`config.mk`:
```
export PLATFORM = sky130hd
export DESIGN_NAME = vga_sync_receiver
export DESIGN_NICKNAME = d
export VERILOG_FILES = /design/src/rtl/vga_sync_receiver.sv
export SDC_FILE = /design/constraint.sdc
export NUM_CORES = 1
export LEC_CHECK = 0
export ABC_CLOCK_PERIOD_IN_PS = 2700
export BUFFER_PORTS_ARGS = -buffer_cell sky130_fd_sc_hd__buf_2
export CAP_MARGIN = 30
export CORE_UTILIZATION = 25
export CTS_BUF_LIST = sky130_fd_sc_hd__clkbuf_16
export CTS_CLUSTER_DIAMETER = 60
export DETAILED_ROUTE_END_ITERATION = 7
export PLACE_DENSITY = 0.49
export SYNTH_ARGS = -nofsm -noshare
export SYNTH_HDL_FRONTEND = slang
export SYNTH_SLANG_ARGS = --single-unit
```
`constraint.sdc`:
```
create_clock -name i_clk -period 2.7 [get_ports i_clk]
set_input_delay 0.135 -clock i_clk [delete_from_list [all_inputs] [get_ports i_clk]]
set_output_delay 0.135 -clock i_clk [all_outputs]
set_load 0.01 [all_outputs]
```
`src/rtl/vga_sync_receiver.sv`:
```
// VGA sync receiver: recovers horizontal/vertical position from active-low
// hsync/vsync, tracks timing lock over consecutive clean frames, and flags
// any timing violation seen while acquiring or locked. All state moves only
// on i_pix_en strobes.
// Optional per-frame pixel counter enabled by defining VGA_RX_PIXEL_COUNT_EN;
// without it o_pixel_count is tied to zero.
module vga_sync_receiver #(
  parameter int P_H_TOTAL      = 800,
  parameter int P_V_TOTAL      = 525,
  parameter int P_H_ACTIVE     = 640,
  parameter int P_V_ACTIVE     = 480,
  parameter int P_H_SYNC_START = 656,
  parameter int P_V_SYNC_START = 490,
  parameter int P_LOCK_FRAMES  = 2
) (
  input  logic        i_clk,
  input  logic        i_reset,
  input  logic        i_pix_en,
  input  logic        i_hsync,
  input  logic        i_vsync,
  input  logic        i_pixel_on,
  output logic [10:0] o_hcounter,
  output logic [10:0] o_vcounter,
  output logic        o_active,
  output logic        o_locked,
  output logic        o_frame_start,
  output logic        o_sync_error,
  output logic [18:0] o_pixel_count
);

  localparam logic [10:0] H_LAST  = 11'(P_H_TOTAL - 1);
  localparam logic [10:0] V_LAST  = 11'(P_V_TOTAL - 1);
  localparam logic [10:0] H_ACT   = 11'(P_H_ACTIVE);
  localparam logic [10:0] V_ACT   = 11'(P_V_ACTIVE);
  localparam logic [10:0] H_SYNC  = 11'(P_H_SYNC_START);
  localparam logic [10:0] V_SYNC  = 11'(P_V_SYNC_START);
  localparam bit          LOCK_ON_FIRST = (P_LOCK_FRAMES <= 1);

  typedef enum logic [1:0] {SEARCH, ACQUIRE, LOCKED} state_t;

  state_t      state;
  logic [7:0]  good_cnt;
  int          good_plus;

  // sync sample stage (one register, advanced on strobes only)
  logic        hsync_p0;
  logic        vsync_p0;

  logic        hs_fall;
  logic        vs_fall;
  logic        h_wrap;
  logic [10:0] h_inc;
  logic [10:0] v_inc;
  logic [10:0] h_nxt;
  logic [10:0] v_nxt;
  logic        h_err;
  logic        v_err;
  logic        sync_err;
  logic        lock_nxt;
  logic        active_nxt;
  logic        frame_nxt;

  // Predicted position, sync-edge realignment and lock outcome for this strobe
  always_comb begin
    hs_fall    = hsync_p0 & ~i_hsync;
    vs_fall    = vsync_p0 & ~i_vsync;
    h_wrap     = (o_hcounter == H_LAST);
    h_inc      = h_wrap ? 11'd0 : o_hcounter + 11'd1;
    v_inc      = o_vcounter;
    if (h_wrap) begin
      v_inc = (o_vcounter == V_LAST) ? 11'd0 : o_vcounter + 11'd1;
    end
    h_nxt      = hs_fall ? H_SYNC : h_inc;
    v_nxt      = vs_fall ? V_SYNC : v_inc;
    h_err      = hs_fall && (h_inc != H_SYNC);
    v_err      = vs_fall && (v_inc != V_SYNC);
    sync_err   = (state != SEARCH) && (h_err || v_err);
    good_plus  = int'(good_cnt) + 1;
    lock_nxt   = 1'b0;
    case (state)
      SEARCH:  lock_nxt = vs_fall && LOCK_ON_FIRST;
      ACQUIRE: lock_nxt = !sync_err && vs_fall && (good_plus >= P_LOCK_FRAMES);
      LOCKED:  lock_nxt = !sync_err;
      default: lock_nxt = 1'b0;
    endcase
    active_nxt = lock_nxt && (h_nxt < H_ACT) && (v_nxt < V_ACT);
    frame_nxt  = lock_nxt && (h_nxt == 11'd0) && (v_nxt == 11'd0);
  end

  // Lock FSM: search for a vsync edge, count clean frames, drop on any error
  always_ff @(posedge i_clk) begin
    if (i_reset) begin
      state        <= SEARCH;
      good_cnt     <= '0;
      o_locked     <= 1'b0;
      o_sync_error <= 1'b0;
    end else if (i_pix_en) begin
      o_locked     <= lock_nxt;
      o_sync_error <= o_sync_error | sync_err;
      case (state)
        SEARCH: begin
          if (vs_fall) begin
            good_cnt <= 8'd1;
            state    <= LOCK_ON_FIRST ? LOCKED : ACQUIRE;
          end
        end
        ACQUIRE: begin
          if (sync_err) begin
            state    <= SEARCH;
            good_cnt <= '0;
          end else if (vs_fall) begin
            good_cnt <= good_cnt + 8'd1;
            if (good_plus >= P_LOCK_FRAMES) state <= LOCKED;
          end
        end
        LOCKED: begin
          if (sync_err) begin
            state    <= SEARCH;
            good_cnt <= '0;
          end
        end
        default: begin
          state    <= SEARCH;
          good_cnt <= '0;
        end
      endcase
    end
  end

  // Position counters, sync samples and per-strobe status outputs
  always_ff @(posedge i_clk) begin
    if (i_reset) begin
      hsync_p0      <= 1'b1;
      vsync_p0      <= 1'b1;
      o_hcounter    <= '0;
      o_vcounter    <= '0;
      o_active      <= 1'b0;
      o_frame_start <= 1'b0;
    end else begin
      o_frame_start <= 1'b0;
      if (i_pix_en) begin
        hsync_p0      <= i_hsync;
        vsync_p0      <= i_vsync;
        o_hcounter    <= h_nxt;
        o_vcounter    <= v_nxt;
        o_active      <= active_nxt;
        o_frame_start <= frame_nxt;
      end
    end
  end

`ifdef VGA_RX_PIXEL_COUNT_EN
  logic [18:0] pix_acc;
  logic        pix_hit;

  function automatic logic [18:0] sat_inc(input logic [18:0] a);
    return (&a) ? a : a + 19'd1;
  endfunction

  assign pix_hit = active_nxt & i_pixel_on;

  // Per-frame lit-pixel accumulator; the frame-start pixel opens the new frame
  always_ff @(posedge i_clk) begin
    if (i_reset) begin
      pix_acc       <= '0;
      o_pixel_count <= '0;
    end else if (i_pix_en) begin
      if (!lock_nxt) begin
        pix_acc <= '0;
      end else if (frame_nxt) begin
        o_pixel_count <= pix_acc;
        pix_acc       <= {18'd0, pix_hit};
      end else if (pix_hit) begin
        pix_acc <= sat_inc(pix_acc);
      end
    end
  end
`else
  logic pixel_on_unused;

  assign pixel_on_unused = i_pixel_on;
  assign o_pixel_count   = '0;
`endif

endmodule

```
# Yosys cells after proc, flatten, opt, wreduce, memory -nomap -nowiden
# Cells that the tools add are included.
op_classes:
  add_sub_neg: 4
  n_mul: 0
  div_mod_pow: 0
  magnitude_cmp: 3
  n_eq_ne: 10
  shifts: 0
  muxes: 17
  bitwise_logic: 6
  reduce_logical: 18
op_table:
  columns: ["cell", "n"]
  rows:
  - ["11-bit two-way mux", 5]
  - ["8-bit two-way mux", 4]
  - ["8-bit one-hot mux with 3 select lines", 1]
  - ["11-bit by 1-bit adder with 11-bit output, second input constant", 2]
  - ["11-bit by 10-bit equality test with 1-bit output, second input constant", 2]
  - ["11-bit zero test", 2]
  - ["11-bit by 10-bit < comparator with 1-bit output, second input constant", 1]
  - ["11-bit by 9-bit < comparator with 1-bit output, second input constant", 1]
  - ["11-bit by 10-bit inequality test with 1-bit output, second input constant", 1]
  - ["11-bit by 9-bit inequality test with 1-bit output, second input constant", 1]
  - ["2-bit two-way mux", 5]
  - ["8-bit by 1-bit adder with 9-bit output, second input constant", 1]
  - ["9-bit by 2-bit >= comparator with 1-bit output, second input constant", 1]
  - ["1-bit logical AND", 9]
  - ["8-bit by 1-bit adder with 8-bit output, second input constant", 1]
  - ["3-bit inequality test, second input constant", 2]
  - ["2-bit one-hot mux with 3 select lines", 1]
  - ["5-bit AND reduction", 1]
  - ["2-bit inequality test, second input constant", 2]
  - ["4-bit AND reduction", 1]
  - ["1-bit NOT", 3]
  - ["1-bit bitwise AND", 2]
  - ["2-bit by 1-bit equality test with 1-bit output, second input constant", 1]
  - ["2-bit equality test, second input constant", 1]
  - ["other kinds (7)", 7]
word_totals:
  reg_bits: 38
  latch_bits: 0
  mem_bits_rw: 0
  rom_bits: 0
  input_bits: 6
  output_inout_bits: 45
  elab_cells: 68
  n_memories: 0

# Depth between registers and ports, before layout
# Gate-level depths: netlist of run 1.
depth:
  ltp_word: 13
  mapped_depth: 10
  depth_no_buf: 10

# Worst setup path after synthesis of run 1
# Ideal clock, no wire load.
synth_timing:
  path_kind: "reg2reg"
  startpoint: "register o_hcounter[6]"
  endpoint: "register o_active"
  setup_time_ns: 0.069
  t_arrival_ns: 2.788
  t_required_ns: 2.631
  slack_ns: -0.157
  path_stages_with_launch: 10
  n_path_buf: 1
  period_less_slack_ns: 2.857
  cell_sequence: "dfxtp_1 > buf_6 > or4_4 > nor4_1 > and4_1 > xor2_1 > o211ai_1 > or4b_2 > nand3b_1 > o21ai_1"
synth_between:
  elab_chain_cells: 12
  word_cells_on_any_way: 20
  classes_between: "add/sub (1); order compare (2); eq/ne (3); mux (5); reduce/logical (9)"
synth_rtl:
  columns: ["item", "line", "text"]
  rows:
  - ["start: declaration", "22", "output logic [10:0] o_hcounter,"]
  - ["start signal: assignment", "144", "o_hcounter <= h_nxt;"]
  - ["11-bit by 1-bit adder with 11-bit output or 11-bit by 10-bit equality test with 1-bit output (tied branches)", "68, 67", null]
  - ["11-bit two-way mux, on equally long branches", "68, 70", null]
  - ["11-bit by 10-bit inequality test with 1-bit output or 11-bit by 9-bit inequality test with 1-bit output (tied branches)", "75, 76", null]
  - ["1-bit logical AND, on equally long branches", "75, 76", null]
  - ["1-bit logical OR", "77", "sync_err = (state != SEARCH) && (h_err || v_err);"]
  - ["1-bit logical AND", "77", null]
  - ["1-bit zero test", "82, 83", null]
  - ["1-bit logical AND (2 in a row)", "82", "ACQUIRE: lock_nxt = !sync_err && vs_fall && (good_plus >= P_LOCK_FRAMES);"]
  - ["1-bit one-hot mux with 2 select lines", "80", "case (state)"]
  - ["1-bit logical AND", "86", "active_nxt = lock_nxt && (h_nxt < H_ACT) && (v_nxt < V_ACT);"]
  - ["1-bit logical AND (*)", "86", null]
  - ["end signal: assignment", "146", "o_active <= active_nxt;"]
  - ["end: declaration", "24", "output logic o_active,"]
# Mark *: on every way between the ends. The rest lies on a longest branch, timed or not.
# A chain may end at the register's enable or synchronous reset.

# Worst setup path in the final report of run 1
layout_timing:
  startpoint: "register o_hcounter[5]"
  endpoint: "register o_frame_start"
layout_between:
  elab_chain_cells: 12
  word_cells_on_any_way: 20
  classes_between: "add/sub (1); eq/ne (3); mux (5); reduce/logical (11)"
layout_rtl:
  columns: ["item", "line", "text"]
  rows:
  - ["11-bit by 1-bit adder with 11-bit output or 11-bit by 10-bit equality test with 1-bit output (tied branches)", "68, 67", null]
  - ["11-bit two-way mux, on equally long branches", "68, 70", null]
  - ["11-bit by 10-bit inequality test with 1-bit output or 11-bit by 9-bit inequality test with 1-bit output (tied branches)", "75, 76", null]
  - ["1-bit logical AND, on equally long branches", "75, 76", null]
  - ["1-bit logical OR", "77", null]
  - ["1-bit logical AND", "77", null]
  - ["1-bit zero test", "82, 83", null]
  - ["1-bit logical AND (2 in a row)", "82", null]
  - ["1-bit one-hot mux with 2 select lines", "80", null]
  - ["1-bit logical AND", "87", "frame_nxt = lock_nxt && (h_nxt == 11'd0) && (v_nxt == 11'd0);"]
  - ["1-bit logical AND (*)", "87", null]
  - ["end signal: assignment", "147", "o_frame_start <= frame_nxt;"]
  - ["end: declaration", "26", "output logic o_frame_start,"]
# Marks and branches as above.

==> out/results.ini, run 1 <==
[hold_path]
hold_path_depth=3
worstHoldStart=i_vsync
hp-class=input port to register
hold_end=vsync_p0$_SDFFE_PP1P_

[worst_setup_path]
r2r-end=o_frame_start$_SDFF_PP0_
rr_startpoint=o_hcounter[5]$_SDFFE_PP0P_
r2r_cells=9
regToRegSetupSlack_ps=50
start_kind=register
crit_fanout=7
crit_arrival_ps=2860
worst-endpoint-required_ps=2910
criticalPathCategory=register to register
cp-end-kind=register

[global_routing]
grt_start_max_net_pins=36
antenna_found_initial=0
grt_pass1_wl_mm=13.70
overflow=0
track_usage=0.1482
grt_pass1_vias=2702

[finish]
fin_util=0.3208
nNetsFinal=457
seq_area_sq_um=763.2
fill_cells=1183
insertedDiodeCount=0
area_growth_pct=23.40
drive_above_1_share=0.2348
multi_input_area_sq_mm=0.001908
final_cells=583

[synth]
syn_area_sq_mm=0.002855
ys_types=59
syn_inst=390
synthTopCellsByArea=dfxtp_1 (27%), nand2_1 (6.0%), nor2_1 (6.0%)
yosys_most_used_dff=dfxtp_1
synth_top_area_cell=dfxtp_1
synth_edf_count=0
synth_seq_area_share=0.2664
async_flop_share=0
netlist.area_leader.share=0.2664
yosys_register_bits=38
ys.warnings.count=0
synth.avg_cell_area_sq_um=7.321

[route]
avgRoutedWirePerCell_um=14.72
drt_iter0_drc=161
drt_wl_total_mm=8.579
drc_errors=0
vias=2973
first_pass_iters=4
drtAntennaViolNets=0
vias_per_cell=5.099

[clock_tree]
clockBufferDepth=2
cts_root_buf=clkbuf_16
htreeDepth=2
insertion_delay_ps=280
cts_tree=yes
cts_made_buffers=5
cts.clk_slew.worst_paths_ps=50
cts.sinks=38

[sta]
hold_violations=0
holdWs_ps=106.2
rsz0062_at_grt=true
fin_ws_ps=48.82
drv_slew=0
skew_ps=2.923
fmax_mhz=377.2
fin_crit_ps=2651
finalSetupTns_ps=0
setup_violations=0
post-route-period-util=0.9819

[power]
ir_drop_mv=0.1954
p_leak_nw=1.424
p_per_area_mw_per_mm2=431.1

[die]
ios=51
die_area_sq_mm=0.01185
die_w_um=108.9
die_y_um=108.9
initial_core_util=0.2600
rows=38
core_sq_mm=0.01098

[placed_design]
dp_slack_ps=-49.91
dp_cells=571
gp_congestion=0.9225
dp_hpwl_mm=6.173
port_buffers=30

[job]
cap_violations=0

[outcome]
status=complete, no violations

[worst max-delay path, stage by stage (launching register included)]
cell and delay (ps):
dfxtp_1 310, or4_4 580, or3_4 460, nor3_4 170
a2bb2oi_2 190, o221ai_4 140, o31ai_4 270, buf_6 160
nand3_2 120, nor3_2 180
[per-stage QoR]
step                power [W]  cell area [sq um]
global route         0.001596               3523
detailed placement  0.0009685               3302
floorplan           0.0008717               2949
finish               0.001519               3523
CTS                  0.001519               3440
global placement    0.0009652               3302
[cell type report]
type,instances,area share
flip-flops and latches,38,0.2166
clock inverters,2,0.002131
multi-input cells,311,0.5415
inverters,12,0.01278
clock buffers,5,0.03551
repair buffers,75,0.1417
well taps,140,0.04972
[report_power, final]
part	internal (W)	total (W)	switching [W]
combinational	0.000137	0.000368	0.000231
sequential	0.000585	0.000605	0.0000201
clock	0.000330	0.000545	0.000215
total	0.00105	0.00152	0.000466
[worst max-delay path by stage]
| stage | cells after the start | to | start | slack (ps) |
|---|---|---|---|---|
| global route | 10 | good_cnt[3]$_SDFFE_PP0P_ | o_hcounter[5]$_SDFFE_PP0P_ | -10 |
| finish | 9 | o_frame_start$_SDFF_PP0_ | o_hcounter[5]$_SDFFE_PP0P_ | 50 |
| detailed placement | 9 | good_cnt[3]$_SDFFE_PP0P_ | o_hcounter[5]$_SDFFE_PP0P_ | -50 |
| CTS | 9 | o_active$_SDFFE_PP0P_ | o_hcounter[1]$_SDFFE_PP0P_ | 1 |
| global placement | 8 | o_frame_start$_SDFF_PP0_ | o_hcounter[5]$_SDFFE_PP0P_ | -20 |
| floorplan | 10 | o_sync_error$_SDFFE_PP0P_ | o_hcounter[7]$_SDFFE_PP0P_ | -7 |
[registers in the layout (all words and copies together), names as in the netlist]
| name | count |
|---|---|
| state | 2 |
| o_vcounter | 11 |
| o_sync_error | 1 |
| vsync_p0 | 1 |
| o_hcounter | 11 |
| o_locked | 1 |
| o_active | 1 |
| o_frame_start | 1 |
| hsync_p0 | 1 |
| good_cnt | 8 |
[per-layer routing]
metal,wire length [um],global-route usage,part of all wire
met1,4060,0.1996,0.47
met2,3996,0.2444,0.47
met3,443,0.02271,0.052
met4,78,0.03958,0.0091
met5,0,0,0
[placed cells by master (no fill, tap or decap), types with 6 or more instances in the layout]
master	count
nand2_1	46
a21oi_1	19
ha_1	7
xor2_1	6
o21ai_0	19
a32oi_1	8
a31oi_1	7
nand3_1	16
buf_4	42
buf_2	30
nand4_1	9
dfxtp_1	36
and3_1	6
nor2_1	45
xnor2_1	7
inv_1	14
conb_1	19
nor3_1	11
[synthesized netlist by cell type, types with 2 or more instances]
| library cell | count |
|---|---|
| a211oi_1 | 4 |
| a21oi_1 | 19 |
| a22oi_1 | 2 |
| a2bb2oi_1 | 2 |
| a311oi_1 | 4 |
| a31oi_1 | 7 |
| a32oi_1 | 8 |
| and2_1 | 2 |
| and3_1 | 6 |
| and4_1 | 3 |
| buf_2 | 3 |
| buf_4 | 19 |
| buf_6 | 2 |
| clkbuf_1 | 22 |
| dfxtp_1 | 38 |
| ha_1 | 8 |
| inv_1 | 12 |
| mux2i_1 | 4 |
| nand2_1 | 46 |
| nand2b_1 | 3 |
| nand3_1 | 16 |
| nand4_1 | 9 |
| nand4b_1 | 2 |
| nor2_1 | 46 |
| nor2b_1 | 5 |
| nor3_1 | 14 |
| nor4_1 | 6 |
| nor4b_1 | 2 |
| o21a_1 | 4 |
| o21ai_0 | 20 |
| o21ai_1 | 2 |
| o22ai_1 | 2 |
| o31ai_1 | 4 |
| o31ai_4 | 2 |
| or2_2 | 2 |
| or3_1 | 5 |
| or4b_2 | 2 |
| xnor2_1 | 7 |
| xor2_1 | 6 |
[cell families after synthesis]
group / count (synthesis) / share of synthesized area
compound gates: 89 / 0.2178
xor+xnor: 13 / 0.03988
fa+ha+maj: 8 / 0.03506
buf+inv: 59 / 0.1091
flops: 38 / 0.2664
mux: 4 / 0.01402
other cells: 1 / 0.001313
simple gates: 178 / 0.3164
[repair_timing]
item / in CTS / in global routing
resized for setup: 1 / 9
cloned: 0 / 0
pin swaps: 3 / 3
endpoints found under the setup margin: 11 / 14
hold buffers: 0 / 0
buffers inserted: 0 / 5
Note: power is estimated with default switching activity, not from simulation.
==> run 2, diff against run 1 <==
--- a/config.mk
+++ b/config.mk
@@ -13,6 +13,7 @@
 export CTS_CLUSTER_DIAMETER = 60
 export DETAILED_ROUTE_END_ITERATION = 7
 export PLACE_DENSITY = 0.49
+export RECOVER_POWER = 25
 export SYNTH_ARGS = -nofsm -noshare
 export SYNTH_HDL_FRONTEND = slang
 export SYNTH_SLANG_ARGS = --single-unit
==> run 2 against run 1 <==
The run now ends with max-capacitance violations, max-slew violations left; worst hold slack better by 0.83 ps; non-clock buffer count stayed put; fmax is 0.12% higher; core utilization is 0.18 points lower; combinational power is 1% lower; register-to-register slack hardly changed; clock power hardly changed; clock skew hardly changed; die area stayed put; critical endpoint unchanged; largest cell class unchanged; largest power group unchanged.
==> out/results.ini, run 2 (synthesized netlist as in run 1, its figures left out) <==
[route]
first_pass_iters=5
drt_wl_total_mm=8.514
vias_per_cell=5.079
avgRoutedWirePerCell_um=14.60
drtAntennaViolNets=0
vias=2961
drt_iter0_drc=165
drc_errors=0

[finish]
final_cells=583
area_growth_pct=22.70
layout.cells.most_common=nand2_1
fill_cells=1187
insertedDiodeCount=0
drive_above_1_share=0.2122
nNetsFinal=457
reg_top3=o_hcounter (11), o_vcounter (11), good_cnt (8)
final_area_sq_mm=0.003503
mostFrequentLayoutCells=nand2_1 (46), nor2_1 (45), buf_4 (39), dfxtp_1 (36), buf_2 (23)

[global_routing]
overflow=0
grt-busiest-layer=met2
met3_usage=0.02271
grt_start_max_net_pins=36
use_met2=0.2444
grt_pass1_wl_mm=13.70
grt_pass1_vias=2702
antenna_found_initial=0
use_met1=0.1996
track_usage=0.1482

[placed_design]
dp_hpwl_mm=6.173
dp_cells=571
port_buffers=30
gp_congestion=0.9225
dpl_cell_area_sq_mm=0.003302

[sta]
skew_ps=3.272
fin_crit_ps=2648
rsz0062_at_grt=true
holdWs_ps=107.0
finalSetupTns_ps=0
setup_violations=0
drv_slew=31
post-route-period-util=0.9808
hold_violations=0
worstMarginPinSlew_ps=1508
maxSlewHeadroom=-0.005468
fmax_mhz=377.6

[clock_tree]
cts_made_buffers=5
cts_tree=yes
cts_root_buf=clkbuf_16
cts.clk_slew.worst_paths_ps=50
cts.sinks=38
clockBufferDepth=2
htreeDepth=2
postCtsHoldBufs=0
insertion_delay_ps=280

[die]
core_sq_mm=0.01098
initial_core_util=0.2600
rows=38
ios=51
die_w_um=108.9
die_area_sq_mm=0.01185
die_y_um=108.9

[worst_setup_path]
cp-end-kind=register
slowest_stage=or4_4
start_kind=register
crit_fanout=7
startpoint=o_hcounter[5]$_SDFFE_PP0P_
criticalPathCategory=register to register
path_cells=or4_4 > or3_4 > nor3_4 > a2bb2oi_2 > o221ai_4 > o31ai_4 > buf_6 > nand3_2 > nor3_2
crit_arrival_ps=2860
slowest_delay_ps=580
worst-endpoint-required_ps=2910
rr_startpoint=o_hcounter[5]$_SDFFE_PP0P_

[power]
p_leak_nw=1.383
power.total_w=0.001514
ir_drop_mv=0.1987
p_per_area_mw_per_mm2=432.3

[hold_path]
worstHoldStart=i_hsync
hp-class=input port to register

[outcome]
status=complete, but fails checks
violations=max-capacitance violations, max-slew violations

[job]
cap_violations=1

==> run 2: cell type report <==
class | instances | area [sq um] | area share
multi-input combinational | 311 | 1908 | 0.5446
tap | 140 | 175.2 | 0.05000
clock buffer | 5 | 125.1 | 0.03571
clock inverter | 2 | 7.507 | 0.002143
timing repair buffer | 75 | 479.2 | 0.1368
sequential | 38 | 763.2 | 0.2179
inverter | 12 | 45.04 | 0.01286
==> run 2: path summary, 6_finish.rpt <==
check                                            endpoint  slack (ps)  depth (start not counted)
worst min register to register  o_sync_error$_SDFFE_PP0P_         470                          1
worst min-delay path                hsync_p0$_SDFFE_PP1P_         110                          3
worst max register to register   o_frame_start$_SDFF_PP0_          50                          9
worst max-delay path             o_frame_start$_SDFF_PP0_          50                          9
==> run 2: what timing repair did <==
action                                  CTS  global route
hold endpoints to repair                  0             0
pin swaps                                 3             3
buffers inserted                          0             5
endpoints found under the setup margin   11            14
gates resized for setup                   1             9
==> run 2: critical path, delay by kind of cell (launching register included) <==
| family | cells | cell delay, ps |
|---|---|---|
| AOI/OAI and AO/OA | 3 | 600 |
| DFF | 1 | 310 |
| and+or+nand+nor | 5 | 1520 |
| buffers and inverters | 1 | 160 |
==> run 2: per-layer routing <==
layer / share of wire / wire length (um)
met5: 0 / 0
met4: 0.0072 / 61
met3: 0.041 / 350
met2: 0.47 / 4002
met1: 0.48 / 4100
==> run 2: report_power, final <==
group / internal, W / switching, W / total [W]
Sequential: 0.000585 / 0.0000201 / 0.000605
Combinational: 0.000135 / 0.000229 / 0.000363
Clock: 0.000330 / 0.000216 / 0.000546
Total: 0.00105 / 0.000465 / 0.00151
==> run 2: per-stage QoR <==
stage | utilization | setup WS (ps)
3_5_place_dp | 0.3006 | -49.91
5_1_grt | 0.3190 | -14.52
3_3_place_gp | 0.3006 | -19.57
6_report | 0.3190 | 51.89
2_1_floorplan | - | -7.112
4_1_cts | 0.3132 | 1.498
==> run 3, diff against run 2 <==
--- a/config.mk
+++ b/config.mk
@@ -5,6 +5,7 @@
 export SDC_FILE = /design/constraint.sdc
 export NUM_CORES = 1
 export LEC_CHECK = 0
+export ABC_AREA = 1
 export ABC_CLOCK_PERIOD_IN_PS = 2700
 export BUFFER_PORTS_ARGS = -buffer_cell sky130_fd_sc_hd__buf_2
 export CAP_MARGIN = 30
@@ -14,6 +15,7 @@
 export DETAILED_ROUTE_END_ITERATION = 7
 export PLACE_DENSITY = 0.49
 export RECOVER_POWER = 25
+export SLEW_MARGIN = 20
 export SYNTH_ARGS = -nofsm -noshare
 export SYNTH_HDL_FRONTEND = slang
 export SYNTH_SLANG_ARGS = --single-unit
==> run 3 against run 2 <==
The flow now finishes without violations; register-to-register slack gained 200 ps; core utilization fell by 1.9 points; via count fell by 4.6%; global-route usage down 1.4 points; sequential power increased by 7.8%; worst hold slack got worse by 3.4 ps.
==> out/results.ini, run 3 <==
[worst_setup_path]
cp-end-kind=register
crit_arrival_ps=2620
crit_fanout=14
criticalPathCategory=register to register
worst-endpoint-required_ps=2860
start_kind=register

[synth]
synth.avg_cell_area_sq_um=6.474
synth_top_area_cell=dfxtp_1
synthTopCellsByArea=dfxtp_1 (27%), nand2_1 (13%), inv_1 (7.9%)
synth_top_cells_by_count=nand2_1 (94), inv_1 (59), nor2_1 (54)
yosysMostFrequentCell=nand2_1
async_flop_share=0
ys.warnings.count=0
yosys_most_used_dff=dfxtp_1
yosys_register_bits=38
netlist.area_leader.share=0.2726
synth_edf_count=0
ys_types=40
syn_inst=431
syn_area_sq_mm=0.002790
synth_seq_area_share=0.2726

[sta]
worstMarginPinSlew_ps=601.6
drv_slew=0
setup_violations=0
finalSetupTns_ps=0
skew_ps=6.520
fmax_mhz=408.1
post-route-period-util=0.9076
maxSlewHeadroom=0.5964
rsz0062_at_grt=false
fin_crit_ps=2451
hold_violations=0

[route]
drc_errors=0
drt_iter0_drc=109
drt_wl_total_mm=7.651
avgRoutedWirePerCell_um=12.44
first_pass_iters=4
vias_per_cell=4.592
vias=2824
drtAntennaViolNets=0

[placed_design]
dp_hpwl_mm=5.523
gp_congestion=0.8134
port_buffers=30
dp_cells=602

[global_routing]
grt_pass1_vias=2545
met3_usage=0.02300
use_met2=0.2161
grt_pass1_wl_mm=12.27
antenna_found_initial=0
overflow=0
track_usage=0.1347
grt_start_max_net_pins=23
grt-busiest-layer=met2
use_met1=0.1817

[finish]
area_growth_pct=16.55
layout.cells.most_common=nand2_1
drive_above_1_share=0.1516
mostFrequentLayoutCells=nand2_1 (94), inv_1 (61), nor2_1 (54), dfxtp_1 (36), nand3_1 (35)
insertedDiodeCount=0
final_cells=615
reg_top3=o_hcounter (11), o_vcounter (11), good_cnt (8)
nNetsFinal=489

[hold_path]
hp-class=input port to register

[clock_tree]
clockBufferDepth=2
cts_root_buf=clkbuf_16
htreeDepth=2
insertion_delay_ps=280
cts.sinks=38
cts_tree=yes
cts_made_buffers=5
cts.clk_slew.worst_paths_ps=60
postCtsHoldBufs=0

[die]
core_sq_mm=0.01084
die_y_um=107.6
rows=38
die_w_um=107.6
ios=51
die_area_sq_mm=0.01159
initial_core_util=0.2574

[job]
cap_violations=0

[power]
p_leak_nw=1.491
p_per_area_mw_per_mm2=508.9
ir_drop_mv=0.2366

[outcome]
status=complete, no violations

-- run 3: changes by cell type in the layout (fill, tap and decap cells not counted), sizes merged, moves of 5 or more --
cell	change
nor3	-11
and3	-7
inv	+50
or3	-5
a32oi	-8
nor4	-5
nor2b	-5
nand2	+58
nand3	+23
nor2	+13
a21oi	+5
a31oi	-7
buf	-30
xnor2	-7
-- run 3: cell families (layout without fill, tap and decap cells) --
logic type / Yosys count / count (layout) / share of synthesized area
AOI/OAI and AO/OA: 65 / 65 / 0.1413
adders and majority gates: 8 / 8 / 0.03588
DFF: 38 / 38 / 0.2726
other: 1 / 19 / 0.001344
xor gates and xnor gates: 5 / 5 / 0.01569
buffers and inverters: 91 / 116 / 0.1538
and+or+nand+nor: 223 / 224 / 0.3794
-- run 3: what timing repair did --
item                       in CTS  in global routing
buffers inserted                0                  5
setup endpoints to repair       0                 11
gates resized for setup         0                  4
-- run 3: layout make-up --
type                            instances  area [sq um]
Clock buffer                            5         125.1
Clock inverter                          2         7.507
Fill cell                            1222          7589
Inverter                               63         236.5
Multi-Input combinational cell        321          1688
Sequential cell                        38         763.2
Tap cell                              140         175.2
Timing Repair Buffer                   46         256.5
-- run 3: worst paths after layout --
check / startpoint / endpoint / slack, ps / cells after the start
setup / recovery: o_hcounter[9]$_SDFFE_PP0P_ / good_cnt[7]$_SDFFE_PP0P_ / 250 / 16
setup reg to reg: o_hcounter[9]$_SDFFE_PP0P_ / good_cnt[7]$_SDFFE_PP0P_ / 250 / 16
hold / removal: i_hsync / hsync_p0$_SDFFE_PP1P_ / 100 / 3
hold reg to reg: vsync_p0$_SDFFE_PP1P_ / vsync_p0$_SDFFE_PP1P_ / 460 / 2
-- run 3: critical path: stages, from the launching register on --
cell and delay [ps]:
dfxtp_1 370, nand2_1 130, inv_1 70, nand3_1 250, nor2_4 330, nand3_2 100
nand2_2 110, nand2_1 80, nor2_1 120, nand3_1 100, nand2_2 90, nand2_4 70
nand2_8 90, nand2_4 60, nand3_4 180, buf_4 150, a21oi_2 40
-- run 3: per-layer routing --
metal,up-vias,routed length (um)
met4,0,63
li1,1446,-
met1,1301,3658
met2,72,3514
met3,5,415
met5,-,0
-- run 3: metrics by stage --
step | area (sq um) | hold slack (ps) | power [W] | util | setup slack (ps)
detailed placement | 3073 | 387.5 | 0.001095 | 0.2835 | 156.6
global placement | 3073 | 376.8 | 0.001090 | 0.2835 | 167.9
CTS | 3206 | 95.68 | 0.001664 | 0.2957 | 141.9
floorplan | 2858 | 261.4 | 0.001004 | - | 251.8
finish | 3252 | 103.6 | 0.001655 | 0.3000 | 249.4
global route | 3252 | 106.9 | 0.001767 | 0.3000 | 8.724
-- run 3: power by group --
| part | switching, W | internal (W) |
|---|---|---|
| clock | 0.000225 | 0.000330 |
| combinational | 0.000287 | 0.000160 |
| sequential | 0.0000443 | 0.000608 |
| total | 0.000556 | 0.00110 |
